**src/rtl/nonce_sched_pkg.sv**
```systemverilog
// rtl/nonce_sched_pkg.sv - shared types and constants for the nonce scheduler
package nonce_sched_pkg;

    typedef enum logic [1:0] {
        IDLE   = 2'd0,
        HASH   = 2'd1,
        CHECK  = 2'd2,
        REPORT = 2'd3
    } sched_state_t;

    localparam logic [31:0] NONCE_MAX      = 32'hFFFF_FFFF;
    localparam int          ROUNDS_DEFAULT = 64;

endpackage

```
**src/rtl/hit_prio_enc.sv**
```systemverilog
// rtl/hit_prio_enc.sv - combinational lowest-index priority encoder for core hit flags
module hit_prio_enc #(
    parameter int NCORE = 1,
    parameter int IW    = (NCORE > 1) ? $clog2(NCORE) : 1
) (
    input  logic [NCORE-1:0] hit_i,
    output logic             any_hit_o,
    output logic [IW-1:0]    idx_o
);

    always_comb begin
        any_hit_o = |hit_i;
        idx_o     = '0;
        // Scan downward so the lowest set index is the last one written.
        for (int i = NCORE - 1; i >= 0; i--) begin
            if (hit_i[i]) begin
                idx_o = IW'(i);
            end
        end
    end

endmodule

```
**src/rtl/nonce_scheduler.sv**
```systemverilog
// rtl/nonce_scheduler.sv - batches lockstep SHA cores through one job's nonce space
// Optional NONCE_STATS_EN adds saturating batch/hit counters.
module nonce_scheduler
    import nonce_sched_pkg::*;
#(
    parameter int NCORE  = 1,
    parameter int ROUNDS = ROUNDS_DEFAULT
) (
    input  logic             clk,
    input  logic             rst,
    input  logic             job_valid,
    input  logic [31:0]      job_nonce,
    output logic             job_ready,
    input  logic             job_abort,
    output logic             core_start,
    output logic [5:0]       cycle,
    output logic [31:0]      nonce_base,
    input  logic [NCORE-1:0] core_hit,
    output logic             res_valid,
    input  logic             res_ready,
    output logic             res_found,
    output logic [31:0]      res_nonce,
    output logic             busy
`ifdef NONCE_STATS_EN
    ,
    output logic [31:0]      stat_batches,
    output logic [31:0]      stat_hits
`endif
);

    localparam int          IW         = (NCORE > 1) ? $clog2(NCORE) : 1;
    localparam logic [5:0]  LAST_CYCLE = 6'(ROUNDS - 1);

    sched_state_t      state_q;
    logic [5:0]        cycle_q;
    logic [31:0]       base_q;
    logic              core_start_q;
    logic              res_valid_q;
    logic              res_found_q;
    logic [31:0]       res_nonce_q;

    logic [NCORE-1:0]  valid_mask;
    logic [NCORE-1:0]  masked_hit;
    logic              any_hit;
    logic [IW-1:0]     hit_idx;
    logic              exhausted;

    // A core is only valid if its nonce fits in 32 bits; the space never wraps.
    always_comb begin
        valid_mask = '0;
        for (int i = 0; i < NCORE; i++) begin
            valid_mask[i] = ({1'b0, base_q} + 33'(i)) <= {1'b0, NONCE_MAX};
        end
    end

    assign masked_hit = core_hit & valid_mask;
    assign exhausted  = ({1'b0, base_q} + 33'(NCORE)) > {1'b0, NONCE_MAX};

    hit_prio_enc #(
        .NCORE (NCORE),
        .IW    (IW)
    ) u_hit_prio_enc (
        .hit_i     (masked_hit),
        .any_hit_o (any_hit),
        .idx_o     (hit_idx)
    );

    always_ff @(posedge clk or posedge rst) begin
        if (rst) begin
            state_q      <= IDLE;
            cycle_q      <= '0;
            base_q       <= '0;
            core_start_q <= 1'b0;
            res_valid_q  <= 1'b0;
            res_found_q  <= 1'b0;
            res_nonce_q  <= '0;
        end else begin
            core_start_q <= 1'b0;
            case (state_q)
                IDLE: begin
                    if (job_valid) begin
                        base_q       <= job_nonce;
                        cycle_q      <= '0;
                        core_start_q <= 1'b1;
                        state_q      <= HASH;
                    end
                end
                HASH: begin
                    if (job_abort) begin
                        cycle_q <= '0;
                        state_q <= IDLE;
                    end else if (cycle_q == LAST_CYCLE) begin
                        cycle_q <= '0;
                        state_q <= CHECK;
                    end else begin
                        cycle_q <= cycle_q + 6'd1;
                    end
                end
                CHECK: begin
                    if (job_abort) begin
                        cycle_q <= '0;
                        state_q <= IDLE;
                    end else if (any_hit) begin
                        res_nonce_q <= base_q + 32'(hit_idx);
                        res_found_q <= 1'b1;
                        res_valid_q <= 1'b1;
                        state_q     <= REPORT;
                    end else if (exhausted) begin
                        res_nonce_q <= '0;
                        res_found_q <= 1'b0;
                        res_valid_q <= 1'b1;
                        state_q     <= REPORT;
                    end else begin
                        base_q       <= base_q + 32'(NCORE);
                        core_start_q <= 1'b1;
                        state_q      <= HASH;
                    end
                end
                REPORT: begin
                    if (res_ready) begin
                        res_valid_q <= 1'b0;
                        state_q     <= IDLE;
                    end
                end
                default: state_q <= IDLE;
            endcase
        end
    end

`ifdef NONCE_STATS_EN
    logic [31:0] stat_batches_q;
    logic [31:0] stat_hits_q;

    always_ff @(posedge clk or posedge rst) begin
        if (rst) begin
            stat_batches_q <= '0;
            stat_hits_q    <= '0;
        end else if (state_q == CHECK) begin
            if (stat_batches_q != NONCE_MAX) begin
                stat_batches_q <= stat_batches_q + 32'd1;
            end
            if (!job_abort && any_hit && (stat_hits_q != NONCE_MAX)) begin
                stat_hits_q <= stat_hits_q + 32'd1;
            end
        end
    end

    assign stat_batches = stat_batches_q;
    assign stat_hits    = stat_hits_q;
`endif

    assign job_ready  = (state_q == IDLE);
    assign busy       = (state_q != IDLE);
    assign core_start = core_start_q;
    assign cycle      = cycle_q;
    assign nonce_base = base_q;
    assign res_valid  = res_valid_q;
    assign res_found  = res_found_q;
    assign res_nonce  = res_nonce_q;

endmodule

```
**config.mk**
```make
export PLATFORM = sky130hd
export DESIGN_NAME = nonce_scheduler
export DESIGN_NICKNAME = d
export VERILOG_FILES = /design/src/rtl/nonce_sched_pkg.sv /design/src/rtl/hit_prio_enc.sv /design/src/rtl/nonce_scheduler.sv
export SDC_FILE = /design/constraint.sdc
export NUM_CORES = 1
export LEC_CHECK = 0
export BUFFER_PORTS_ARGS = -buffer_cell sky130_fd_sc_hd__buf_4
export CAP_MARGIN = 5
export CELL_PAD_IN_SITES_DETAIL_PLACEMENT = 1
export CELL_PAD_IN_SITES_GLOBAL_PLACEMENT = 1
export CORE_ASPECT_RATIO = 1.75
export CORE_UTILIZATION = 36
export DETAILED_ROUTE_END_ITERATION = 8
export PLACE_DENSITY_LB_ADDON = 0.25
export SYNTH_ARGS = -nofsm -noshare
export SYNTH_HDL_FRONTEND = slang
export SYNTH_HIERARCHICAL = 1
export SYNTH_SLANG_ARGS = --single-unit
```
**constraint.sdc**
```tcl
create_clock -name clk -period 2.6 [get_ports clk]
set_input_delay 0.13 -clock clk [delete_from_list [all_inputs] [get_ports clk]]
set_output_delay 0.13 -clock clk [all_outputs]
set_load 0.02 [all_outputs]
```
**Word level (Yosys, flattened, before mapping)**

Index checks and enable logic that the tools add are counted.

- Add/subtract/negate cells: 3
- Magnitude comparators: 2
- Equal/unequal tests: 12
- Mux-type cells: 32
- Bitwise operators: 2
- Reduce and logical (&&, ||, !) cells: 11

Operators with widths:

| operator | number |
|---|---|
| 32-bit 2-to-1 mux | 6 |
| 32-bit case mux with 2 select lines | 1 |
| 32-bit by 1-bit adder with 33-bit output (second input constant) | 1 |
| 33-bit by 32-bit greater-than comparator with 1-bit output (second input constant) | 1 |
| 32-bit by 1-bit adder with 32-bit output (second input constant) | 1 |
| 32-bit <= comparator (second input constant) | 1 |
| 6-bit 2-to-1 mux | 4 |
| 6-bit case mux with 3 select lines | 1 |
| 2-bit 2-to-1 mux | 7 |
| 2-bit inequality test (second input constant) | 6 |
| 1-bit 2-to-1 mux | 10 |
| 3-bit AND reduction | 3 |
| 2-bit case mux with 4 select lines | 1 |
| 2-bit nonzero test | 4 |
| 6-bit by 1-bit adder with 6-bit output (second input constant) | 1 |
| 6-bit equality test (second input constant) | 1 |
| 3-bit inequality test (second input constant) | 2 |
| 5-bit AND reduction | 1 |
| 2-bit equality test (second input constant) | 2 |
| 1-bit case mux with 2 select lines | 2 |
| 4-bit AND reduction | 1 |
| 3-bit nonzero test | 1 |
| 2-bit by 1-bit equality test with 1-bit output (second input constant) | 1 |
| 2-bit zero test | 1 |
| 2 further kinds | 2 |

- Bits in registers: 75
- Bits of input ports: 38
- Output and inout port bits: 75
- Word-level logic and storage cells: 69

**Longest topological paths before layout**

Gate-level depths: netlist (run 1).

- Depth after elaboration: 6
- Gate-level depth with buffers: 13
- Mapped depth without buffers: 10

**Hierarchy**

The synthesis (run 1) kept the hierarchy.

Modules (own cells, without submodules):

| module | times used | cells each | area each (um2) | sequential area each (um2) |
|---|---|---|---|---|
| nonce_scheduler | 1 | 581 | 4,823.4 | 1,876.8 |
| hit_prio_enc | 1 | 3 | 18.8 | 0.0 |

**Worst setup path before layout (run 1)**

No wires, ideal clock.

- Path kind: reg-to-reg
- Start point: register base_q[9], in the netlist nonce_base[9]
- End point: register base_q[16], in the netlist nonce_base[16]
- Library setup time: 128 ps
- Arrival: 2,914 ps
- Required time: 2,472 ps
- Setup slack: -442 ps
- Cell stages (with the launch flop): 14
- Path buffers: 4
- Clock period less this slack: 3,042 ps
- Cells stage by stage: dfrtp_1 buf_4 nand4_4 or4_1 buf_6 o31a_1 o22ai_1 nor4_1 and4_4 or3_1 buf_6 buf_8 o311ai_2 nand2_1

- Cells in the longest elaborated chain, start to end: 5
- Elaborated cells between the ends (all ways): 12
- Those cells by class: add/sub: 2; order compare: 2; eq/ne: 2; mux: 4; bitwise: 1; reduce/logical: 1

Ends and longest elaborated chain:

| item | line | text |
|---|---|---|
| start: declaration | nonce_scheduler.sv:36 | `logic [31:0] base_q;` |
| start signal: assignment | nonce_scheduler.sv:82 | `base_q <= job_nonce;` |
| start signal: assignment | nonce_scheduler.sv:114 | `base_q <= base_q + 32'(NCORE);` |
| branches (longest 5 deep; another with 32-bit by 1-bit adder with 33-bit output) | n/a |  |

Parallel ways; which one is timed is not known. The select of a mux whose other input is x is not followed.
A chain may end at the register's enable or synchronous reset.

**Worst setup path after layout (run 1)**

- Start point: register base_q[7], in the netlist nonce_base[7]
- End point: register base_q[26], in the netlist nonce_base[26]

Same word-level chain as after synthesis.

==> results.yml, run 1 <==
layout:
  area_growth_pct: 55.4
  insertedDiodeCount: 0
  area.sequential_sq_um: 1890
  multiInputGateArea_sq_um: 3010
  final_cell_area_sq_um: 7520
  num-nets-final: 850
  drive_gt1_frac: 0.431
  fill_cells: 1563
clock_network:
  cts.sinks: 75
  cts_max_level: 3
  cts_buffers: 9
  cts_buffer_depth: 2
  clk_pin_slew_ns: 0.06
  cts_tree: "built"
  ctsRootBufferMaster: "clkbuf_16"
  clk_latency_ns: 0.35
synth:
  synth_top_area_share: 0.388
  async_flop_share: 1.00
  synth_most_common_cell: "nand2_1"
  synth-main-ff-cell: "dfrtp_1"
  yosys_register_bits: 75
  synth_commonest_cells: "nand2_1, dfrtp_1, nor2_1"
  synth_top_cell_by_area: "dfrtp_1"
  synthTopCellsByArea: "dfrtp_1, nand2_1, o21ai_0"
  synth_cell_types: 66
  synth_edf_count: 0
  syn-num-nets: 627
  syn_inst: 584
  synth-seq-area-share: 0.388
  syn_area_sq_um: 4840
  ys_warn_count: 6
  avgSynthCellArea_sq_um: 8.29
pwr:
  sequentialPowerShare: 0.231
  p_sw_frac: 0.476
  p_comb_frac: 0.633
  p_clk_frac: 0.136
  power.leakage_nw: 3.31
  p_int_w: 0.00499
  power_density_nw_per_um2: 1270
  switchingPower_w: 0.00453
  peakVddDrop_v: 0.000749
place:
  post_dp_cell_area_sq_um: 6810
  place.gp.congestion: 0.930
  io_buffer_count: 112
  dpl.hpwl_mm: 17.2
drt:
  via_count: 5908
  drtIter0Drc: 349
  wl_mm: 23.8
  drt_pass1_iterations: 5
  drc_errors: 0
  vias_per_cell: 6.01
  routedWlPerCell_microns: 24.2
  ant_nets: 0
critical_path:
  worstSetupStartpointType: "register"
  rr_worst_depth: 13
  arrival_ns: 3.19
  critPathKind: "register to register"
  cp_max_fo: 5
  required_ns: 2.83
  setup.worst_path.end_class: "register"
timing:
  report.final.slew_viol_count: 0
  post-route-period-util: 1.14
  rsz0062_at_grt: "yes"
  hold_viol: 0
  setup_slack_ns: -0.358
  max_slew_margin: 0.429
  worst_pin_slew_ns: 0.853
  setup_tns_ns: -10.89
  setup_viol: 64
  timing.final.crit_period_ns: 2.96
  fmax_ghz: 0.338
  fin_worst_skew_ns: 0.00677
die:
  row_count: 55
  initial_core_util: 0.372
  die-height_microns: 155
  num_io_pins: 113
  die_area_sq_um: 13900
  die_w_microns: 89.7
  core-area_sq_um: 13000
outcome:
  failed_checks: "setup timing"
  outcome: "finished, violations left"
flow_run:
  drv_cap: 0
global_route:
  grt_pass1_wl_mm: 33.8
  grt_overflow: 0
  antenna_found_initial: 0
  grt_util_all_layers: 0.336
  grt_max_degree: 76
  grt_pass1_vias: 6234
worst_hold_path:
  hold_path_class: "input port to register"
  holdPathStages: 3
power by group through the flow:
stage | clock network, W | registers (W) | logic [W]
final | 0.00130 | 0.00220 | 0.00602
after detailed placement | 0 | 0.00219 | 0.00558
after global routing | 0.00137 | 0.00226 | 0.00638
after global placement | 0 | 0.00217 | 0.00544
after floorplan | 0 | 0.00272 | 0.00229
after CTS | 0.00131 | 0.00218 | 0.00568
state kept, by name, summed over array words and instances, names as in the netlist:
| register | cells |
|---|---|
| state_q | 2 |
| res_valid | 1 |
| res_found | 1 |
| nonce_base | 32 |
| cycle | 6 |
| res_nonce | 32 |
| core_start | 1 |
worst max-delay path: stages, from the launching register on:
cell	delay [ns]
dfrtp_1	0.39
nand4_4	0.14
buf_6	0.14
or4_4	0.53
o31a_1	0.27
o22ai_2	0.16
nor4_2	0.05
and4_4	0.20
or3_4	0.40
buf_6	0.15
buf_4	0.13
buf_6	0.11
o22ai_2	0.10
a21oi_1	0.05
logic make-up after synthesis:
kind of cell               count (synthesis)  synth area share
muxes                                      3           0.00646
other                                      1          0.000774
adders and majority gates                  5            0.0129
and+or+nand+nor                          260             0.276
AOI/OAI and AO/OA                        143             0.191
DFF                                       75             0.388
buffers and inverters                     61            0.0597
xor gates and xnor gates                  36            0.0651
cell usage in the layout (no fill, tap or decap), types with 5 or more instances in the layout:
master and n:
and3_1 11, o22ai_1 6, buf_4 245, nor3_1 16, o21ai_1 10, nand2b_1 6, xnor2_1 21, nand2_1 82
dfrtp_2 13, buf_6 10, xor2_1 15, clkbuf_16 9, dfrtp_1 62, a21oi_1 25, nand4_1 21, inv_1 10
and2_1 5, nand3_1 21, a22o_1 6, nor2_1 48, buf_12 5, nor4_2 7, o21ai_0 39
final cells by class:
| cell class | instances | area share |
|---|---|---|
| clock buffer | 11 | 0.0309 |
| clock inverter | 5 | 0.00832 |
| inverter | 11 | 0.00549 |
| multi-input combinational | 448 | 0.400 |
| sequential | 75 | 0.252 |
| tap | 171 | 0.0284 |
| timing repair buffer | 262 | 0.275 |
repair_timing:
item,in CTS,in global routing
setup endpoints to repair,68,68
pin swaps,8,10
buffers inserted,9,4
gates resized for setup,18,43
gates cloned,1,0
hold endpoints to repair,75,0
hold buffers,1,0
worst paths after layout:
kind                                     from             end  slack (ns)
worst max-delay path            nonce_base[7]  nonce_base[26]       -0.36
worst min-delay path            job_nonce[16]  nonce_base[16]       0.004
worst max register to register  nonce_base[7]  nonce_base[26]       -0.36
worst min register to register      res_found       res_found        0.48
max in group asynchronous                 rst  nonce_base[25]        1.80
min in group asynchronous                 rst   res_nonce[28]        0.45
metrics by stage:
step	total power, W	utilization	setup slack, ns	hold slack, ns	cells
CTS	0.00917	0.560	-0.284	0.0173	979
detailed placement	0.00777	0.523	-0.479	0.271	952
global placement	0.00761	0.523	-0.395	0.259	952
finish	0.00952	0.578	-0.358	0.00356	983
global route	0.0100	0.578	-0.462	0.0188	983
floorplan	0.00501	-	-0.279	0.253	584
routing by layer:
layer / track usage / vias up / share of wire
met5: 0 / - / 0
met4: 0.261 / 0 / 0.091
met3: 0.0546 / 143 / 0.051
met2: 0.605 / 315 / 0.53
met1: 0.327 / 2901 / 0.32
li1: - / 2549 / -
Note: power is estimated with default switching activity, not from simulation.
==> run 2: changes to the inputs <==
ABC_AREA = 1   (was default)
CORE_UTILIZATION = 35   (was 36)
RECOVER_POWER = 50   (was default)
==> run 2 against run 1 <==
The run ends with capacitance limit, slew limit, setup timing left. Global-route usage shrank 4.8 points. Count of clock-buffer cells in the layout is the same. Non-clock buffer count shrank 60. Synthesized area grew 3.4%. Critical path type unchanged. Die area grew 6.3%.
==> results.yml, run 2 <==
global_route:
  antenna_found_initial: 0
  grt_util_all_layers: 0.289
  grt_max_degree: 61
  grt_overflow: 0
  grt_pass1_vias: 6109
  grt_pass1_wl_mm: 32.2
drt:
  drtIter0Drc: 278
  ant_nets: 0
  via_count: 5895
  drt_pass1_iterations: 4
  routedWlPerCell_microns: 20.3
  wl_mm: 22.8
  drc_errors: 0
  vias_per_cell: 5.26
die:
  initial_core_util: 0.360
  core-area_sq_um: 13900
  die-height_microns: 160
  die_area_sq_um: 14800
  num_io_pins: 113
  die_w_microns: 92.4
  row_count: 57
pwr:
  peakVddDrop_v: 0.000643
  power_density_nw_per_um2: 1210
  power.leakage_nw: 3.52
critical_path:
  rr_worst_depth: 15
  startpoint: "nonce_base[1]"
  arrival_ns: 2.86
  worstPathCellList: "buf_6 > nand2_1 > nor2_4 > nand2_2 > o21ai_0 > nand2_1 > nor2_2 > nand3_1 > nor2_4 > nand3_4 > nand2_8 > nand2_8 > clkbuf_16 > nand2_1 > o21ai_0"
  worstSetupStartpointType: "register"
  worstReg2RegEnd: "res_nonce[9]"
  setup.worst_path.end: "res_nonce[9]"
  setup.worst_path.end_class: "register"
  required_ns: 2.79
  path_delay_family: "simple AND/OR/NAND/NOR gates"
  cpMaxStageDelayCell: "dfrtp_1"
  path_depth: 15
  crit_top_cell: "nand2_1"
  max_stage_delay_ns: 0.41
  crit_buf_inv: 2
  worst-r2r-setup-slack_ns: -0.07
  critPathKind: "register to register"
  cp_max_fo: 6
  r2r-start: "nonce_base[1]"
timing:
  rsz0062_at_grt: "yes"
  post-route-period-util: 1.03
  max_slew_margin: -0.00649
  worst_pin_slew_ns: 1.51
  hold_viol: 0
  timing.final.crit_period_ns: 2.67
  setup_tns_ns: -0.257
  fmax_ghz: 0.375
  setup_viol: 16
  report.final.slew_viol_count: 36
  setup_slack_ns: -0.0664
  fin_worst_skew_ns: 0.00905
synth:
  synth_top_cell_by_area: "dfrtp_1"
  synthTopCellsByArea: "dfrtp_1, nand2_1, nand3_1"
  syn_area_sq_um: 5010
  avgSynthCellArea_sq_um: 6.66
  ys_warn_count: 6
  synth-seq-area-share: 0.375
  yosys_register_bits: 75
  syn_inst: 752
  synth_most_common_cell: "nand2_1"
  synth_commonest_cells: "nand2_1, nor2_1, dfrtp_1"
  async_flop_share: 1.00
  syn-num-nets: 795
  synth_cell_types: 34
  synth_top_area_share: 0.375
  synth-main-ff-cell: "dfrtp_1"
  synth_edf_count: 0
layout:
  final_cell_area_sq_um: 7200
  final_cell_mix: "nand2_1, buf_4, inv_1"
  insertedDiodeCount: 0
  fill_cells: 1819
  layout_commonest_cell: "nand2_1"
  num-nets-final: 983
  area_growth_pct: 43.8
  drive_gt1_frac: 0.270
clock_network:
  cts_tree: "built"
  clk_pin_slew_ns: 0.06
  ctsRootBufferMaster: "clkbuf_16"
  cts_max_level: 3
  clk_latency_ns: 0.34
  cts_buffer_depth: 2
  cts_buffers: 9
  cts.sinks: 75
flow_run:
  drv_cap: 1
place:
  post_dp_cell_area_sq_um: 6360
  io_buffer_count: 112
  pre_cts_ws_ns: -0.137
  place.gp.congestion: 0.959
  dpl.hpwl_mm: 16.7
worst_hold_path:
  hold_path_class: "input port to register"
outcome:
  failed_checks: "capacitance limit, slew limit, setup timing"
  outcome: "finished, violations left"
-- run 2: cell families (layout without fill, tap and decap cells) --
| kind of cell | count (synthesis) | count (layout) | share of synthesized area |
|---|---|---|---|
| buffers and inverters | 96 | 288 | 0.0809 |
| AND/OR/NAND/NOR | 467 | 467 | 0.395 |
| flip-flops | 75 | 75 | 0.375 |
| AO/OA/AOI/OAI | 75 | 75 | 0.0779 |
| XOR/XNOR | 33 | 33 | 0.0577 |
| adder cells (fa/ha/maj) | 5 | 5 | 0.0125 |
| other | 1 | 1 | 0.000749 |
-- run 2: worst min-delay path by stage --
stage	startpoint	end	slack (ns)	depth (start not counted)
global placement	rst	res_nonce[25]	0.33	2
detailed placement	rst	res_nonce[25]	0.35	2
floorplan	job_valid	state_q[0]	0.30	2
finish	res_ready	state_q[1]	0.12	4
CTS	res_ready	state_q[1]	0.1	4
global route	res_ready	state_q[1]	0.14	4
-- run 2: through the flow --
stage / total power, W / std cells / utilization / hold slack, ns
after floorplan: 0.00454 / 752 / - / 0.299
after global placement: 0.00668 / 1067 / 0.458 / 0.328
after detailed placement: 0.00682 / 1067 / 0.458 / 0.353
after CTS: 0.00845 / 1090 / 0.491 / 0.0999
after global routing: 0.00912 / 1121 / 0.518 / 0.139
final: 0.00868 / 1121 / 0.518 / 0.120
-- run 2: worst reg2reg max path, cell delays in order (launching register included) --
cell and delay (ns):
dfrtp_1 0.41, buf_6 0.15, nand2_1 0.08, nor2_4 0.19
nand2_2 0.13, o21ai_0 0.19, nand2_1 0.16, nor2_2 0.16
nand3_1 0.16, nor2_4 0.17, nand3_4 0.12, nand2_8 0.12
nand2_8 0.11, clkbuf_16 0.20, nand2_1 0.06, o21ai_0 0.10
-- run 2: power breakdown --
part / switching [W] / internal [W]
Sequential: 0.000696 / 0.00172
Clock: 0.000516 / 0.000986
Combinational: 0.00299 / 0.00178
Total: 0.00420 / 0.00448
-- run 2: routing by layer --
layer / up-vias / share of wire / global-route usage
met3: 82 / 0.029 / 0.0310
met1: 2873 / 0.33 / 0.262
met4: 0 / 0.083 / 0.226
met2: 203 / 0.55 / 0.559
met5: - / 0 / 0
li1: 2737 / - / -
-- run 2: what timing repair did --
action / 4_1_cts / 5_1_grt
buffers inserted: 7 / 25
cloned: 0 / 6
hold buffers: 1 / 0
resized for setup: 22 / 65
setup endpoints to repair: 68 / 68
hold endpoints to repair: 24 / 0
pin swaps: 3 / 23
-- run 2: area by class of cell --
| class | instances | area [sq um] | area share |
|---|---|---|---|
| inverter | 71 | 267 | 0.0370 |
| timing repair buffer | 202 | 1500 | 0.208 |
| sequential | 75 | 1900 | 0.264 |
| tap | 177 | 221 | 0.0307 |
| clock buffer | 11 | 253 | 0.0351 |
| multi-input combinational | 581 | 2960 | 0.411 |
| clock inverter | 4 | 97.6 | 0.0135 |
